--- src/rtl/branch_pkg.sv ---
// Shared constants and types for the branch/PC resolution stage.
package branch_pkg;

    localparam logic [2:0] F3_BEQ  = 3'b000;
    localparam logic [2:0] F3_BNE  = 3'b001;
    localparam logic [2:0] F3_BLT  = 3'b100;
    localparam logic [2:0] F3_BGE  = 3'b101;
    localparam logic [2:0] F3_BLTU = 3'b110;
    localparam logic [2:0] F3_BGEU = 3'b111;

    typedef enum logic {
        RUN  = 1'b0,
        TRAP = 1'b1
    } state_t;

endpackage

--- src/rtl/branch_cond.sv ---
// Branch condition evaluation from funct3 and the comparator flags.
// Kept separate so pipelined variants can reuse it unchanged.
module branch_cond
    import branch_pkg::*;
(
    input  logic [2:0] funct3_i,
    input  logic       equal_i,
    input  logic       lesser_s_i,
    input  logic       lesser_u_i,
    output logic       cond_o
);

    // Select the comparator flag (or its complement) named by funct3.
    // The reserved encodings 010/011 fall into the default and never take.
    always_comb begin
        cond_o = 1'b0;
        case (funct3_i)
            F3_BEQ:  cond_o = equal_i;
            F3_BNE:  cond_o = ~equal_i;
            F3_BLT:  cond_o = lesser_s_i;
            F3_BGE:  cond_o = ~lesser_s_i;
            F3_BLTU: cond_o = lesser_u_i;
            F3_BGEU: cond_o = ~lesser_u_i;
            default: cond_o = 1'b0;
        endcase
    end

endmodule

--- src/rtl/branch_pc_unit.sv ---
// PC register, branch/jump target resolution, misaligned-target trap and
// taken-transfer counter.
//
// state | meaning
// ------+-----------------------------------------------------------
// RUN   | resolving instructions; PC advances on en_i
// TRAP  | misaligned target captured; waiting for trap_ack_i
module branch_pc_unit
    import branch_pkg::*;
#(
    parameter int                 nb_bits  = 32,
    parameter logic [nb_bits-1:0] reset_pc = 32'h0000_0000,
    parameter logic [nb_bits-1:0] trap_vec = 32'h0000_0100
) (
    input  logic               clk_i,
    input  logic               rst_n_i,
    input  logic               en_i,
    input  logic               branch_i,
    input  logic               jal_i,
    input  logic               jalr_i,
    input  logic [2:0]         funct3_i,
    input  logic               equal_i,
    input  logic               lesser_s_i,
    input  logic               lesser_u_i,
    input  logic [nb_bits-1:0] rs1_i,
    input  logic [nb_bits-1:0] imm_i,
    input  logic               trap_ack_i,
    output logic [nb_bits-1:0] pc_o,
    output logic [nb_bits-1:0] pc_plus4_o,
    output logic               taken_o,
    output logic               trap_o,
    output logic [nb_bits-1:0] bad_target_o,
    output logic [31:0]        taken_count_o
);

    localparam logic [nb_bits-1:0] FOUR      = nb_bits'(4);
    localparam logic [nb_bits-1:0] CLR_BIT0  = ~nb_bits'(1);

    state_t             state_q, state_d;
    logic [nb_bits-1:0] pc_q, pc_d;
    logic               trap_q, trap_d;
    logic [nb_bits-1:0] bad_target_q, bad_target_d;
    logic [31:0]        taken_count_q, taken_count_d;

    logic               cond;
    logic [nb_bits-1:0] pc_rel_target;
    logic [nb_bits-1:0] jalr_target;
    logic [nb_bits-1:0] target;
    logic               misaligned;

    branch_cond u_branch_cond (
        .funct3_i   (funct3_i),
        .equal_i    (equal_i),
        .lesser_s_i (lesser_s_i),
        .lesser_u_i (lesser_u_i),
        .cond_o     (cond)
    );

    // Target adders; JALR wins over the PC-relative forms when both are set.
    always_comb begin
        pc_rel_target = pc_q + imm_i;
        jalr_target   = (rs1_i + imm_i) & CLR_BIT0;
        target        = jalr_i ? jalr_target : pc_rel_target;
        pc_plus4_o    = pc_q + FOUR;
        taken_o       = (jal_i | jalr_i | (branch_i & cond)) & (state_q == RUN);
        misaligned    = taken_o & (target[1:0] != 2'b00);
    end

    // Next-state, PC, trap capture and counter update.
    always_comb begin
        state_d       = state_q;
        pc_d          = pc_q;
        trap_d        = trap_q;
        bad_target_d  = bad_target_q;
        taken_count_d = taken_count_q;
        case (state_q)
            RUN: begin
                if (en_i) begin
                    if (misaligned) begin
                        bad_target_d = target;
                        trap_d       = 1'b1;
                        state_d      = TRAP;
                    end else if (taken_o) begin
                        pc_d          = target;
                        taken_count_d = taken_count_q + 32'd1;
                    end else begin
                        pc_d = pc_plus4_o;
                    end
                end
            end
            TRAP: begin
                if (trap_ack_i) begin
                    pc_d    = trap_vec;
                    trap_d  = 1'b0;
                    state_d = RUN;
                end
            end
            default: state_d = RUN;
        endcase
    end

    // State registers with synchronous active-low reset.
    always_ff @(posedge clk_i) begin
        if (!rst_n_i) begin
            state_q       <= RUN;
            pc_q          <= reset_pc;
            trap_q        <= 1'b0;
            bad_target_q  <= '0;
            taken_count_q <= '0;
        end else begin
            state_q       <= state_d;
            pc_q          <= pc_d;
            trap_q        <= trap_d;
            bad_target_q  <= bad_target_d;
            taken_count_q <= taken_count_d;
        end
    end

    assign pc_o          = pc_q;
    assign trap_o        = trap_q;
    assign bad_target_o  = bad_target_q;
    assign taken_count_o = taken_count_q;

endmodule

--- config.mk ---
export PLATFORM = sky130hd
export DESIGN_NAME = branch_pc_unit
export DESIGN_NICKNAME = d
export VERILOG_FILES = /design/src/rtl/branch_pkg.sv /design/src/rtl/branch_cond.sv /design/src/rtl/branch_pc_unit.sv
export SDC_FILE = /design/constraint.sdc
export NUM_CORES = 1
export LEC_CHECK = 0
export BUFFER_PORTS_ARGS = -buffer_cell sky130_fd_sc_hd__buf_2
export CAP_MARGIN = 15
export CORE_AREA = 5 5 157 159
export CTS_CLUSTER_DIAMETER = 200
export CTS_CLUSTER_SIZE = 30
export DETAILED_ROUTE_END_ITERATION = 10
export DIE_AREA = 0 0 162 164
export PLACE_DENSITY = 0.58
export SETUP_SLACK_MARGIN = 0.5
export SLEW_MARGIN = 20
export SYNTH_ARGS = -nofsm -noshare
export SYNTH_HDL_FRONTEND = slang
export SYNTH_HIERARCHICAL = 1
export SYNTH_SLANG_ARGS = --single-unit
--- constraint.sdc ---
create_clock -name clk_i -period 3.4 [get_ports clk_i]
set_input_delay 0.68 -clock clk_i [delete_from_list [all_inputs] [get_ports clk_i]]
set_output_delay 0.68 -clock clk_i [all_outputs]
set_load 0.005 [all_outputs]
==> results.txt, run 1 <==
The count of nets after finishing came out at 1529. The number of hold violations in the final report is 0. The most area-hungry cell type in the Yosys netlist is sky130_fd_sc_hd__dfxtp_1.

The number of H-tree levels came out at 3. The die boundary width came out at around 160 microns. The initial standard-cell utilization of the core came out at 0.364. The maximum vdd ir drop is 0.207 mV. The placement-stage cell area came out at 10300 sq um. The critical path goes through and4_4 -> nand4_4 -> nor4_2 -> buf_4 -> and3_4 -> buf_4 -> nand3_4 -> xnor2_2 -> buf_2. The portion of synthesized cell area occupied by the leading cell type came out at 0.233. The number of global-route vias before repair is a little under 9000. The kind of launch point of the worst setup path is a flip-flop.

For the worst setup path, the data arrival time is 2.29 ns. The number of violations reported at the end of detailed-routing iteration 0 is 673. The worst setup path is captured at a primary output. The final routed wirelength across all metal layers is 32000 microns. The total of flip-flops plus latches after synthesis is about 100. Among the stages of the critical path, the cell type that occurs most often is sky130_fd_sc_hd__buf_4. The number of flops mapped to enable cells by yosys is 0.

The standard cell core area came out at 23100 sq um. The number of vias per cell after detailed routing came out at ~5.6. The number of distinct library cells after synthesis came out at 84. The detailed-router iteration count before antenna repair is 6. After routing the design area is 11600 sq um.

The post-layout minimum cycle time came out at 2.97 ns. The sequential share of the synthesized area is 0.233. The highest achievable clock rate came out at 0.336 GHz. Setup repair after global routing could not meet its margin everywhere.

The number of antenna-violating nets in the routed design is 0. After synthesis, the cell types taking the most area are sky130_fd_sc_hd__dfxtp_1, sky130_fd_sc_hd__ha_1, sky130_fd_sc_hd__xnor2_1. The port buffer count is around 200.

The async set or reset register ratio after synthesis came out at 0. The final number of setup-violating endpoints is 0. The root buffer cell chosen for the clock tree is sky130_fd_sc_hd__clkbuf_16. The number of remaining DRC errors is 0. The share of the clock period used by the worst path came out at 0.875. The delay of the slowest cell on the worst path is 0.37 ns. The number of max-slew violations in the final report is 0. The all-layer global routing usage came out at 0.229. The synthesized netlist cell count is 1099. After clock tree synthesis, the flow added hold-fix buffers numbering 0. Compared with the post-synthesis result, the final layout area differs by 37.5%. The final weighted congestion of routability-driven global placement came out at 0.895.

The transition time of the tightest slew-check pin is around 0.73 ns. The clock reaches the later pin of the worst-skew pair after about 0.34 ns. The worst-path maximum fanout is 4. The mean area per synthesized cell came out at 7.66 sq um. Data on the critical path is required at its endpoint by 2.72 ns. The number of top-level pins is 207. The vertical die dimension is 164 microns.

The post-synthesis instance area is approximately 8400 sq um. The number of buffers created by CTS is 9. The static leakage power is 5.43 nW. The detailed-placement wirelength estimate is between 20000 and 25000 microns. The number of buffers on the longest clock path is 2. The total number of vias came out at 9403. The final routed wire length divided by cell count came out at between 15 and 20 microns. The filler cells instantiated in the layout total about 2300. The largest individual stage delay along the critical path comes from the cell sky130_fd_sc_hd__dfxtp_2. The antenna cell count came out at 0. The yosys synthesis warning count is 6.

The headroom to the max-slew limit came out at 0.509. The total power is 0.00408 W. Counting every net in the synthesized netlist gives about 1200. The number of cell rows is 56. The share of final-layout standard cells stronger than drive strength 1 came out at 0.345. The worst setup path is of the flip-flop to primary output kind. For this run the aggregate overflow at the end of global routing stands at 0. The die area is ~27000 sq um. The CTS tree is built. The global-route wire length before repair is 48400 microns. Dividing total power by cell area gives a power density of 352 nW/um^2. The count of clock tree sinks came out at 98. The worst slack on hold paths came out at 0.460 ns.

The total of max-cap violations is 0. In this run the worst hold path is classified as flip-flop to flip-flop. The flow ran to the end, and the final reports show no timing, DRC or antenna violations. The number of antenna violations at the first check in global routing came out at 0. The maximum clock skew at final layout is approximately 0.01 ns. After clock tree synthesis, the clock-pin slew on the worst setup and hold paths is 0.07 ns. Entering global routing, the biggest net connects 59 pins. The most used flip-flop cell after synthesis is sky130_fd_sc_hd__dfxtp_1.
-- final timing paths --
| check | start | to | slack, ns | cells past startpoint |
|---|---|---|---|---|
| worst max-delay path | pc_o[4]$_SDFFE_PN0P_ | pc_plus4_o[29] | 0.43 | 9 |
| worst min-delay path | bad_target_o[24]$_SDFFE_PN0P_ | bad_target_o[24]$_SDFFE_PN0P_ | 0.46 | 2 |
| worst min register to register | bad_target_o[24]$_SDFFE_PN0P_ | bad_target_o[24]$_SDFFE_PN0P_ | 0.46 | 2 |
| worst max register to register | pc_o[4]$_SDFFE_PN0P_ | bad_target_o[31]$_SDFFE_PN0P_ | 0.54 | 11 |
-- critical path: cells and delay by family (launching register included) --
family / cells / cell delay, ns
DFF: 1 / 0.37
xor gates and xnor gates: 1 / 0.22
buffers and inverters: 3 / 0.44
and+or+nand+nor: 5 / 0.92
-- power breakdown --
part	leakage (nW)	total [W]	switching (W)	internal (W)
clock	0.136	0.00102	0.000435	0.000588
sequential	0.805	0.00131	0.0000911	0.00122
combinational	4.49	0.00174	0.000975	0.000766
total	5.43	0.00408	0.00150	0.00258
-- what timing repair did --
item | 4_1_cts | 5_1_grt
buffers inserted | 21 | 22
endpoints found under the setup margin | 42 | 66
resized for setup | 59 | 93
cloned | 0 | 0
pin swaps | 26 | 44
-- per-stage QoR --
stage               std cells  worst slack (ns)  utilization  setup TNS, ns
floorplan                1099             0.369            -              0
global placement         1623            -0.143        0.445         -0.441
detailed placement       1623            -0.101        0.445         -0.307
CTS                      1659             0.446        0.473              0
global route             1681             0.318        0.501              0
finish                   1681             0.426        0.501              0
-- kinds of logic after synthesis --
kind of cell / Yosys count / synth area share
DFF: 98 / 0.233
adders and majority gates: 65 / 0.0984
buffers and inverters: 73 / 0.0346
and+or+nand+nor: 382 / 0.230
xor gates and xnor gates: 104 / 0.109
AOI/OAI and AO/OA: 367 / 0.283
muxes: 10 / 0.0119
-- cells in the final DEF, fill, tap and decap left out, types with 11 or more instances in the layout --
cell	n
sky130_fd_sc_hd__a21oi_2	14
sky130_fd_sc_hd__nor2_1	99
sky130_fd_sc_hd__and2_1	11
sky130_fd_sc_hd__nor3_1	14
sky130_fd_sc_hd__a31oi_1	12
sky130_fd_sc_hd__ha_4	11
sky130_fd_sc_hd__inv_1	17
sky130_fd_sc_hd__nand4_1	21
sky130_fd_sc_hd__or3_1	16
sky130_fd_sc_hd__xnor2_1	45
sky130_fd_sc_hd__buf_4	122
sky130_fd_sc_hd__nand3_1	41
sky130_fd_sc_hd__a21oi_1	89
sky130_fd_sc_hd__dfxtp_1	86
sky130_fd_sc_hd__ha_1	44
sky130_fd_sc_hd__o21ai_0	76
sky130_fd_sc_hd__a211oi_1	20
sky130_fd_sc_hd__o21ai_1	12
sky130_fd_sc_hd__xor2_1	42
sky130_fd_sc_hd__xnor2_2	13
sky130_fd_sc_hd__and3_1	23
sky130_fd_sc_hd__buf_2	203
sky130_fd_sc_hd__nand2_1	88
sky130_fd_sc_hd__a21o_1	40
-- area by class of cell --
type | instances | area (sq um) | share of cell area
Clock buffer | 13 | 250 | 0.0216
Clock inverter | 2 | 37.5 | 0.00324
Inverter | 19 | 75.1 | 0.00649
Multi-Input combinational cell | 928 | 6830 | 0.590
Sequential cell | 98 | 2000 | 0.173
Tap cell | 290 | 363 | 0.0313
Timing Repair Buffer | 331 | 2020 | 0.175
-- metal layers --
layer / global-route usage / share of wire
met4: 0.0696 / 0.023
met1: 0.324 / 0.47
met3: 0.0354 / 0.066
met5: 0 / 0
met2: 0.360 / 0.44
-- cell usage after synthesis (19+ instances only) --
cell type	instances
sky130_fd_sc_hd__xor2_1	45
sky130_fd_sc_hd__nor2_1	105
sky130_fd_sc_hd__nand3_1	46
sky130_fd_sc_hd__ha_1	63
sky130_fd_sc_hd__o21ai_0	84
sky130_fd_sc_hd__nand2_1	91
sky130_fd_sc_hd__clkbuf_1	43
sky130_fd_sc_hd__a211oi_1	23
sky130_fd_sc_hd__xnor2_1	58
sky130_fd_sc_hd__dfxtp_1	98
sky130_fd_sc_hd__and3_1	26
sky130_fd_sc_hd__nand4_1	21
sky130_fd_sc_hd__a21o_1	40
sky130_fd_sc_hd__a21oi_1	101
sky130_fd_sc_hd__inv_1	19
-- registers in the layout, summed over array words and instances, names as in the netlist --
| register | cells |
|---|---|
| pc_o | 32 |
| bad_target_o | 32 |
| trap_o | 1 |
| taken_count_o | 32 |
| state_q | 1 |
No activity file was read; power rests on OpenSTA's default activity.
==> run 2, diff against run 1 <==
--- a/config.mk
+++ b/config.mk
@@ -12,7 +12,7 @@
 export CTS_CLUSTER_SIZE = 30
 export DETAILED_ROUTE_END_ITERATION = 10
 export DIE_AREA = 0 0 162 164
-export PLACE_DENSITY = 0.58
+export PLACE_DENSITY_LB_ADDON = 0.08
 export SETUP_SLACK_MARGIN = 0.5
 export SLEW_MARGIN = 20
 export SYNTH_ARGS = -nofsm -noshare
==> constraint.sdc (replaced) <==
create_clock -name clk_i -period 2.5 [get_ports clk_i]
set_input_delay 0.5 -clock clk_i [delete_from_list [all_inputs] [get_ports clk_i]]
set_output_delay 0.5 -clock clk_i [all_outputs]
set_load 0.005 [all_outputs]
==> run 2 against run 1 <==
The run now ends with setup timing left. Total power up 76%. Setup slack got worse by 0.84 ns. Clock skew barely moved. Largest cell class unchanged.
==> results.txt, run 2 (synthesized netlist as in run 1, its figures left out) <==
The flow ran to the end, but the final reports show violations. The checks that failed: setup timing. The total number of vias came out at 11079. The port buffer count came out at 206.

The worst slack on hold paths is 0.460 ns. The number of global-route vias before repair was 10326. The number of antenna violations at the first check in global routing is 0. The number of top-level pins is slightly above 200. The count of nets after finishing is around 1800. The total area inside the core boundary comes to 23100 sq um.

The number of violations reported at the end of detailed-routing iteration 0 is 859. The post-CTS clock slew at the launch and capture registers of the worst setup and hold paths came out at roughly 0.070 ns. The transition time of the tightest slew-check pin came out at a little under 0.6 ns.

The count of cells along the worst hold path came out at 2. The total of max-cap violations is 0. The critical path goes through buf_6 -> and2_4 -> nand4_4 -> nor4_4 -> and3_4 -> and3_4 -> xor2_4 -> buf_2. The delay of the slowest cell on the worst path came out at just over 0.4 ns. The number of buffers on the longest clock path is 2. The data arrival time at the worst-slack endpoint is 2.41 ns. Setup violations remaining at the end of the flow were counted as 84. Detailed placement finished with a half-perimeter wire length of 28100 microns. The sort of element at the end of the critical path is a primary output. The final routed wirelength across all metal layers came out at 39700 microns.

The tree is rooted in a sky130_fd_sc_hd__clkbuf_16. The final weighted congestion of routability-driven global placement came out at ~0.93. The detailed-router iteration count before antenna repair is 6. The finished cells cover 16200 sq um. The number of vias per cell after detailed routing is 5.55. The area added between synthesis and finish is 92.2%. The number of placed cells counting well taps is 1850.

Static timing analysis puts the maximum clock frequency at 0.344 GHz. Of the cells placed in the final design, the portion with a size suffix greater than 1 is 0.595. Across all register-to-register paths, the minimum setup slack is -0.26 ns.

The static leakage power came out at 7.61 nW. The worst-path maximum fanout is 4. The die area is 26600 sq um. The number of antenna-violating nets in the routed design is 0. The antenna cell count is 0. The maximum clock skew at final layout is 0.00984 ns. The all-layer global routing usage came out at 0.268.

For the finished layout, the period the worst path requires is 2.91 ns. Dividing total power by cell area gives a power density of between 400 and 500 nW/um^2. The final cell count without fillers is around 2000.

The pin count of the biggest net entering global routing came out at 37. The final routed wire length divided by cell count came out at between 15 and 20 microns. The maximum vdd ir drop is 0.359 mV. The vertical die dimension came out at 164 microns. The startpoint identified for the worst hold timing path is bad_target_o[0]$_SDFFE_PN0P_.

Once layout is complete, the utilization of the core stands at 0.700. In this run the critical register-to-register path is launched from pc_o[4]$_SDFFE_PN0P_. The initial utilization of the core area, before any placement, comes to 0.364. Adding up every negative setup slack in the final design gives -11.59 ns. The first global-routing pass estimated 56500 microns of wire. The critical path is of the flip-flop to primary output type.

The slowest stage of the critical path is the sky130_fd_sc_hd__nor4_4 cell. The number of max-slew violations in the final report was 0. The leading cell type in the layout, fill and taps excluded is sky130_fd_sc_hd__buf_4. In this run the tightest slew margin relative to its limit is 0.607. The count of clock tree sinks is between 90 and 100. The required time of the worst setup path is 2.00 ns. In this run the core area contains 56 standard-cell rows.

Among the stages of the critical path, the cell type that occurs most often is sky130_fd_sc_hd__and3_4. The worst register-to-register path has a depth of 14. In the routed design, unresolved DRC markers number 0. The number of hold violations in the final report was 0. The die boundary width is 162 microns. The share of the clock period used by the worst path came out at 1.16.

The total global routing overflow came out at 0. The H-tree was split into 3 levels. The kind of launch point of the worst setup path is a flip-flop. The number of buffers created by CTS came out at 9. The path with the worst hold slack has its endpoint at bad_target_o[0]$_SDFFE_PN0P_.

The endpoint of the most critical register-to-register path is pc_o[30]$_SDFFE_PN0P_. In the layout the commonest cells are sky130_fd_sc_hd__buf_4, sky130_fd_sc_hd__buf_2, sky130_fd_sc_hd__buf_6. Summing all placed instances gives a cell area of between 10000 and 15000 sq um.

TritonCTS built the clock tree. The final worst-path setup slack is -0.409 ns. Setup repair after global routing could not meet its margin everywhere. The clock insertion delay at the later pin of the skew report is 0.36 ns. The tightest min-delay check is of the flip-flop to flip-flop type.
## run 2: cell types whose count changed in the layout (fill, tap and decap cells not counted), sizes merged
cell,previous run,this run
buf,331,644
inv,17,21
clkinvlp,2,0
bufinv,1,2
clkbuf,13,12
clkinv,1,0
## run 2: through the flow
| stage | setup slack (ns) | total power, W |
|---|---|---|
| after global routing | -0.479 | 0.00748 |
| after detailed placement | -0.658 | 0.00459 |
| after global placement | -0.640 | 0.00459 |
| after CTS | -0.380 | 0.00666 |
| after floorplan | -0.351 | 0.00321 |
| final | -0.409 | 0.00716 |
## run 2: worst max-delay path by stage
| stage | from | endpoint | depth (start not counted) |
|---|---|---|---|
| 6_report | pc_o[12]$_SDFFE_PN0P_ | pc_plus4_o[31] | 8 |
| 3_3_place_gp | rs1_i[23] | pc_o[31]$_SDFFE_PN0P_ | 11 |
| 5_1_grt | rs1_i[24] | pc_o[31]$_SDFFE_PN0P_ | 12 |
| 4_1_cts | pc_o[4]$_SDFFE_PN0P_ | pc_plus4_o[31] | 8 |
| 3_5_place_dp | rs1_i[23] | pc_o[31]$_SDFFE_PN0P_ | 11 |
| 2_1_floorplan | rs1_i[24] | pc_o[31]$_SDFFE_PN0P_ | 11 |
## run 2: critical path, delay by kind of cell, from the launching register on
| kind | cells | cell delay, ns |
|---|---|---|
| and+or+nand+nor | 5 | 1.21 |
| buffers and inverters | 2 | 0.26 |
| xor gates and xnor gates | 1 | 0.18 |
| DFF | 1 | 0.39 |
## run 2: routing by layer
| layer | routed length (microns) | up-vias | global-route usage |
|---|---|---|---|
| li1 | - | 5257 | - |
| met1 | 17300 | 5284 | 0.375 |
| met2 | 18200 | 449 | 0.435 |
| met3 | 2950 | 89 | 0.0407 |
| met4 | 1250 | 0 | 0.0627 |
| met5 | 0 | - | 0 |
## run 2: power by group
part	internal, W	total [W]	switching, W
sequential	0.00166	0.00175	0.0000867
clock	0.000951	0.00161	0.000658
combinational	0.00189	0.00380	0.00191
## run 2: layout make-up
class,count,area [sq um]
multi-input cells,928,8490
fillers,1801,6940
repair buffers,644,4920
flip-flops and latches,98,2000
well taps,290,363
clock buffers,12,258
clock inverters,4,80.1
inverters,19,73.8
## run 2: repair_timing
item | CTS | global route
gates resized for setup | 245 | 211
buffers inserted | 63 | 64
setup endpoints to repair | 120 | 122
cloned | 2 | 0
pin swaps | 135 | 134
hold buffers | 0 | 0
